--- src/rtl/serial_add_sub_if.sv ---
// Operand/result handshake bundle for serial_add_sub.
// The master drives operands and consumes results; the slave is the arithmetic unit.
interface serial_add_sub_if #(
    parameter int unsigned WIDTH = 8
);
    logic             in_valid;
    logic             in_ready;
    logic [WIDTH-1:0] a;
    logic [WIDTH-1:0] b;
    logic             mode;
    logic             out_valid;
    logic             out_ready;
    logic [WIDTH-1:0] result;
    logic             cout;
    logic             ovf;

    modport master (
        output in_valid, a, b, mode, out_ready,
        input  in_ready, out_valid, result, cout, ovf
    );

    modport slave (
        input  in_valid, a, b, mode, out_ready,
        output in_ready, out_valid, result, cout, ovf
    );
endinterface

--- src/rtl/serial_add_sub.sv ---
// Multi-cycle adder/subtractor: DIGIT bits per clock, LSB first, carry/borrow
// kept in a register between steps. Valid/ready handshake on both sides.
module serial_add_sub #(
    parameter int unsigned WIDTH = 8,
    parameter int unsigned DIGIT = 1
) (
    input logic              clk,
    input logic              rst,
    serial_add_sub_if.slave  bus
);
    localparam int unsigned STEPS = WIDTH / DIGIT;
    localparam int unsigned CW    = $clog2(STEPS + 1);

    if ((WIDTH % DIGIT) != 0 || WIDTH < 2) begin : g_bad_params
        $error("serial_add_sub: WIDTH must be >= 2 and a multiple of DIGIT");
    end

    typedef enum logic [1:0] {
        IDLE,
        RUN,
        DONE
    } state_t;

    state_t           state;
    state_t           state_nxt;
    logic [WIDTH-1:0] a_sh;
    logic [WIDTH-1:0] b_sh;
    logic [WIDTH-1:0] res_sh;
    logic             mode_r;
    logic             cy;
    logic             cout_r;
    logic             ovf_r;
    logic [CW-1:0]    cnt;
    logic [DIGIT-1:0] dsum;
    logic             c_out;
    logic             c_msb_in;
    logic             last;

    assign last = (cnt == CW'(STEPS - 1));

    // Inverting a turns the full-adder carry equation into the borrow equation.
    always_comb begin
        dsum     = '0;
        c_msb_in = 1'b0;
        c_out    = cy;
        for (int unsigned i = 0; i < DIGIT; i++) begin
            c_msb_in = c_out;
            dsum[i]  = a_sh[i] ^ b_sh[i] ^ c_out;
            c_out    = ((a_sh[i] ^ mode_r) & b_sh[i]) | (b_sh[i] & c_out)
                     | (c_out & (a_sh[i] ^ mode_r));
        end
    end

    always_ff @(posedge clk) begin
        if (rst) begin
            state <= IDLE;
        end else begin
            state <= state_nxt;
        end
    end

    always_comb begin
        state_nxt = state;
        unique case (state)
            IDLE:    if (bus.in_valid)  state_nxt = RUN;
            RUN:     if (last)          state_nxt = DONE;
            DONE:    if (bus.out_ready) state_nxt = IDLE;
            default:                    state_nxt = IDLE;
        endcase
    end

    // Result digits enter at the top and shift down, so after STEPS steps
    // digit k sits at bits [k*DIGIT +: DIGIT].
    always_ff @(posedge clk) begin
        if (rst) begin
            a_sh   <= '0;
            b_sh   <= '0;
            res_sh <= '0;
            mode_r <= 1'b0;
            cy     <= 1'b0;
            cout_r <= 1'b0;
            ovf_r  <= 1'b0;
            cnt    <= '0;
        end else begin
            unique case (state)
                IDLE: begin
                    if (bus.in_valid) begin
                        a_sh   <= bus.a;
                        b_sh   <= bus.b;
                        mode_r <= bus.mode;
                        cy     <= 1'b0;
                        cnt    <= '0;
                        res_sh <= '0;
                    end
                end
                RUN: begin
                    a_sh   <= a_sh >> DIGIT;
                    b_sh   <= b_sh >> DIGIT;
                    res_sh <= (res_sh >> DIGIT) | (WIDTH'(dsum) << (WIDTH - DIGIT));
                    cy     <= c_out;
                    cnt    <= cnt + CW'(1);
                    if (last) begin
                        cout_r <= c_out;
                        ovf_r  <= c_msb_in ^ c_out;
                    end
                end
                default: ;
            endcase
        end
    end

    assign bus.in_ready  = (state == IDLE);
    assign bus.out_valid = (state == DONE);
    assign bus.result    = res_sh;
    assign bus.cout      = cout_r;
    assign bus.ovf       = ovf_r;
endmodule

--- src/flat_wrapper.sv ---
// flat-port wrapper written by rule: the top's interface ports become plain ports
module serial_add_sub_flat 
#(
    parameter int unsigned WIDTH = 8,
    parameter int unsigned DIGIT = 1
)
  (clk, rst, bus_in_valid, bus_a, bus_b, bus_mode, bus_out_ready, bus_in_ready, bus_out_valid, bus_result, bus_cout, bus_ovf);
  serial_add_sub_if #(.WIDTH(WIDTH)) bus_i ();
  input logic clk;
  input logic rst;
  input wire logic [$bits(bus_i.in_valid)-1:0] bus_in_valid;
  input wire logic [$bits(bus_i.a)-1:0] bus_a;
  input wire logic [$bits(bus_i.b)-1:0] bus_b;
  input wire logic [$bits(bus_i.mode)-1:0] bus_mode;
  input wire logic [$bits(bus_i.out_ready)-1:0] bus_out_ready;
  output wire logic [$bits(bus_i.in_ready)-1:0] bus_in_ready;
  output wire logic [$bits(bus_i.out_valid)-1:0] bus_out_valid;
  output wire logic [$bits(bus_i.result)-1:0] bus_result;
  output wire logic [$bits(bus_i.cout)-1:0] bus_cout;
  output wire logic [$bits(bus_i.ovf)-1:0] bus_ovf;
  assign bus_i.in_valid = bus_in_valid;
  assign bus_i.a = bus_a;
  assign bus_i.b = bus_b;
  assign bus_i.mode = bus_mode;
  assign bus_i.out_ready = bus_out_ready;
  assign bus_in_ready = bus_i.in_ready;
  assign bus_out_valid = bus_i.out_valid;
  assign bus_result = bus_i.result;
  assign bus_cout = bus_i.cout;
  assign bus_ovf = bus_i.ovf;
  serial_add_sub #(.WIDTH(WIDTH), .DIGIT(DIGIT)) u_core (.clk(clk), .rst(rst), .bus(bus_i));
endmodule
--- config.mk ---
export PLATFORM = sky130hd
export DESIGN_NAME = serial_add_sub_flat
export DESIGN_NICKNAME = d
export VERILOG_FILES = /design/src/rtl/serial_add_sub_if.sv /design/src/rtl/serial_add_sub.sv /design/src/flat_wrapper.sv
export SDC_FILE = /design/constraint.sdc
export NUM_CORES = 1
export LEC_CHECK = 0
export ABC_AREA = 1
export CORE_MARGIN = 4
export CORE_UTILIZATION = 40
export CTS_BUF_LIST = sky130_fd_sc_hd__clkbuf_2
export CTS_CLUSTER_DIAMETER = 40
export DETAILED_ROUTE_END_ITERATION = 8
export PLACE_DENSITY = 0.65
export SLEW_MARGIN = 20
export SYNTH_ARGS = -nofsm -noshare
export SYNTH_HDL_FRONTEND = slang
export SYNTH_SLANG_ARGS = --single-unit
--- constraint.sdc ---
create_clock -name clk -period 1.4 [get_ports clk]
set_input_delay 0.21 -clock clk [delete_from_list [all_inputs] [get_ports clk]]
set_output_delay 0.21 -clock clk [all_outputs]
set_load 0.1 [all_outputs]
==> summary.md <==
| Metric | Value |
|---|---|
| Share of cells above drive strength 1 | `15.0%` |
| Post-layout instance area | `approximately 0.0021 sq mm` |
| Area of the placeable core | `0.00366 sq mm` |
| Synthesized area per cell | `~7 sq um` |
| All-layer global routing usage | `between 10% and 20%` |
| Final HPWL from detailed placement | `2.34 mm` |
| Count of distinct cell types in the synthesized netlist | `19` |
| Number of diodes | `0` |
| Fill count | `359` |
| Total DRC errors in the routed layout | `0` |
| Crit path arrival time | `roughly 1100 ps` |
| Final critical path time including I/O delays and setup | `1350 ps` |
| Non-filler cells, final | `302` |
| Total via count after detailed routing | `between 1000 and 1500` |
| Number of antenna violations at the first check in global routing | `0` |
| Routed length per placed instance | `11.0 um` |
| Share of synthesized area occupied by flip-flops and latches | `44.6%` |
| Remaining max-slew budget at the tightest pin | `between 80 and 90%` |
| Num Clock Sinks | `34` |
| Share of the clock period used by the worst path | `96.7%` |
| Worst Skew | `12.9 ps` |
| Cells after DPL | `about 300` |
| Total Routed Length | `between 3 and 4 mm` |
| Clock tree from TritonCTS | `built` |
| Number of design-rule violations left by the first detailed-router iteration | `just over 70` |
| Biggest fanout along the worst timing path | `2` |
| Final-report hold violation count | `0` |
| Number of CTS-inserted buffers | `5` |
| Port Buffers | `32` |
| Post-synthesis register bit count | `34` |
| Post-DR vias/cell | `4.72` |
| Endpoint class of the critical path | `primary output` |
| Setup Viol. Count Final | `0` |
| Startpoint class of the critical path | `flop` |
| Type of the worst min-delay path | `in2reg` |
| Combined flip-flop and latch cell area | `between 600 and 700 sq um` |
| Die height | `69.8 um` |
| Synth Warn # | `0` |
| Req. time, crit path | `1190 ps` |
| Combined area of the multi-input logic cells | `704 sq um` |
| Skew-Pair Late Insertion Delay | `370 ps` |
| Synthesized netlist cell count | `216` |
| GP Congestion | `0.737` |
| Static power due to leakage | `0.861 nW` |
| Die ar. | `0.00487 sq mm` |
| Post-Synthesis Cell Area | `0.00153 sq mm` |
| Total power after layout | `around 1.9 mW` |
| # H-tree levels | `2` |
| Buffers from clock root to sink, at most | `2` |
| Antenna viol nets, final | `0` |
| Number of top-level pins | `33` |
| Max-capacitance violation count | `0` |
| Chip width | `~70 um` |
| Synthesis-to-layout area growth | `37.5%` |
| Peak clock frequency supported by timing | `between 0.7 and 0.8 GHz` |
| Number of nets in the synthesized netlist | `between 200 and 250` |
| Final Slew Violations | `0` |
| Critical path class | `reg2out` |
| Clk Tree Root Cell | `clkbuf_2` |
| Global route total overflow | `0` |
| Outcome | `complete, no violations` |
| Clock-pin slew reported for the worst setup and hold paths after clock tree synthesis | `160 ps` |
| Drt first pass iters | `4` |
| Worst-margin pin slew | `around 260 ps` |
| RSZ-0062 raised after global routing | `yes` |
| Vias in the first global route | `1265` |
| Maximum number of pins on one net before global-route repair | `20` |
| Rows | `22` |
| PD cells | `885 mW/mm^2` |
| Hold-fix buffers, CTS | `0` |
| First-pass GRT wire length | `5.55 mm` |
| Starting utilization of the core area | `41.7%` |
| # nets final | `276` |
| Post-detailed-placement cell area | `0.00205 sq mm` |
| Worst-case vdd ir drop | `532 uV` |
## critical path: stages (launching register included)
cell and delay (ps):
dfxtp_2 350, buf_4 130, nor2_4 110, buf_12 180
## cell usage in the layout, fill, tap and decap left out
master / count
o21ai_2: 1
a21oi_1: 26
nor2_1: 26
clkbuf_2: 7
inv_2: 3
dfxtp_1: 32
dfxtp_2: 2
nand3_1: 8
nand2_2: 1
nand2_1: 71
buf_12: 16
inv_6: 1
o21ai_0: 15
nand2_4: 1
ha_1: 1
buf_4: 4
clkdlybuf4s50_1: 20
nand4_1: 3
inv_1: 12
nor2_4: 2
nor3b_1: 2
## power breakdown
part / switching (mW) / internal (mW) / total (mW)
registers: 0.0349 / 1.02 / 1.05
logic: 0.198 / 0.165 / 0.364
clock network: 0.309 / 0.130 / 0.439
total: 0.542 / 1.31 / 1.86
## synth_stat cells
cell      number  area [sq um]
nor2_2         1          6.26
dfxtp_1       34           681
o21ai_2        1          8.76
nand2_1       72           270
clkbuf_1       2          7.51
inv_2          2          7.51
o21ai_0       15          75.1
inv_6          1          8.76
inv_1         13          48.8
nand3_1        8          40.0
a21oi_1       26           130
ha_1           1          12.5
buf_2          2          10.0
buf_12         2          40.0
buf_6          3          33.8
nand4_1        3          18.8
nand2_4        1          11.3
nor2_1        27           101
nor3b_1        2          15.0
## sequential cells by signal, indices dropped and copies added, names as in the netlist
name and cells:
u_core.c_msb_in 1, u_core.cnt 4, u_core.bus.cout 1, u_core.mode_r 1, u_core.b_sh 8, u_core.a_sh 8
u_core.bus.ovf 1, u_core.state 2, u_core.bus.result 8
## cell families after synthesis
group                    synth area share, %
adder cells (fa/ha/maj)                0.820
AND/OR/NAND/NOR                         30.3
AO/OA/AOI/OAI                           14.0
flip-flops                              44.6
buffers and inverters                   10.2
## area by class of cell
cell class | count | share of cell area (%)
Multi-Input combinational cell | 157 | 33.6
Clock buffer | 7 | 1.67
Timing Repair Buffer | 40 | 26.2
Inverter | 16 | 3.10
Tap cell | 48 | 2.86
Sequential cell | 34 | 32.6
## path summary, 6_finish.rpt
check	cells after the start	slack, ps	startpoint	end
setup / recovery	3	50	u_core.state[1]	bus_in_ready
hold / removal	3	370	bus_a[7]	u_core.a_sh[7]
setup reg to reg	6	210	u_core.cnt[0]	u_core.bus.cout
hold reg to reg	2	470	u_core.a_sh[7]	u_core.a_sh[7]
## per-stage QoR
stage	setup slack, ps	hold slack (ps)	util [%]	setup TNS, ps
3_5_place_dp	-44.9	454	55.9	-314
4_1_cts	24.6	368	57.1	0
6_report	46.7	373	57.3	0
5_1_grt	-8.83	360	57.3	-8.83
2_1_floorplan	10.3	353	-	0
3_3_place_gp	-13.4	454	55.9	-38.1
## metal layers
metal / global-route usage [%] / routed length [um]
met4: 7.66 / 65
met3: 3.77 / 127
met2: 22.2 / 1520
met5: 0 / 0
met1: 17.1 / 1620
## repair_timing
item / CTS / global route
setup endpoints to repair: 1 / 1
gates resized for setup: 1 / 1
setup buffers: 1 / 1
pin swaps: 0 / 1
(Power assumes the default switching activity.)
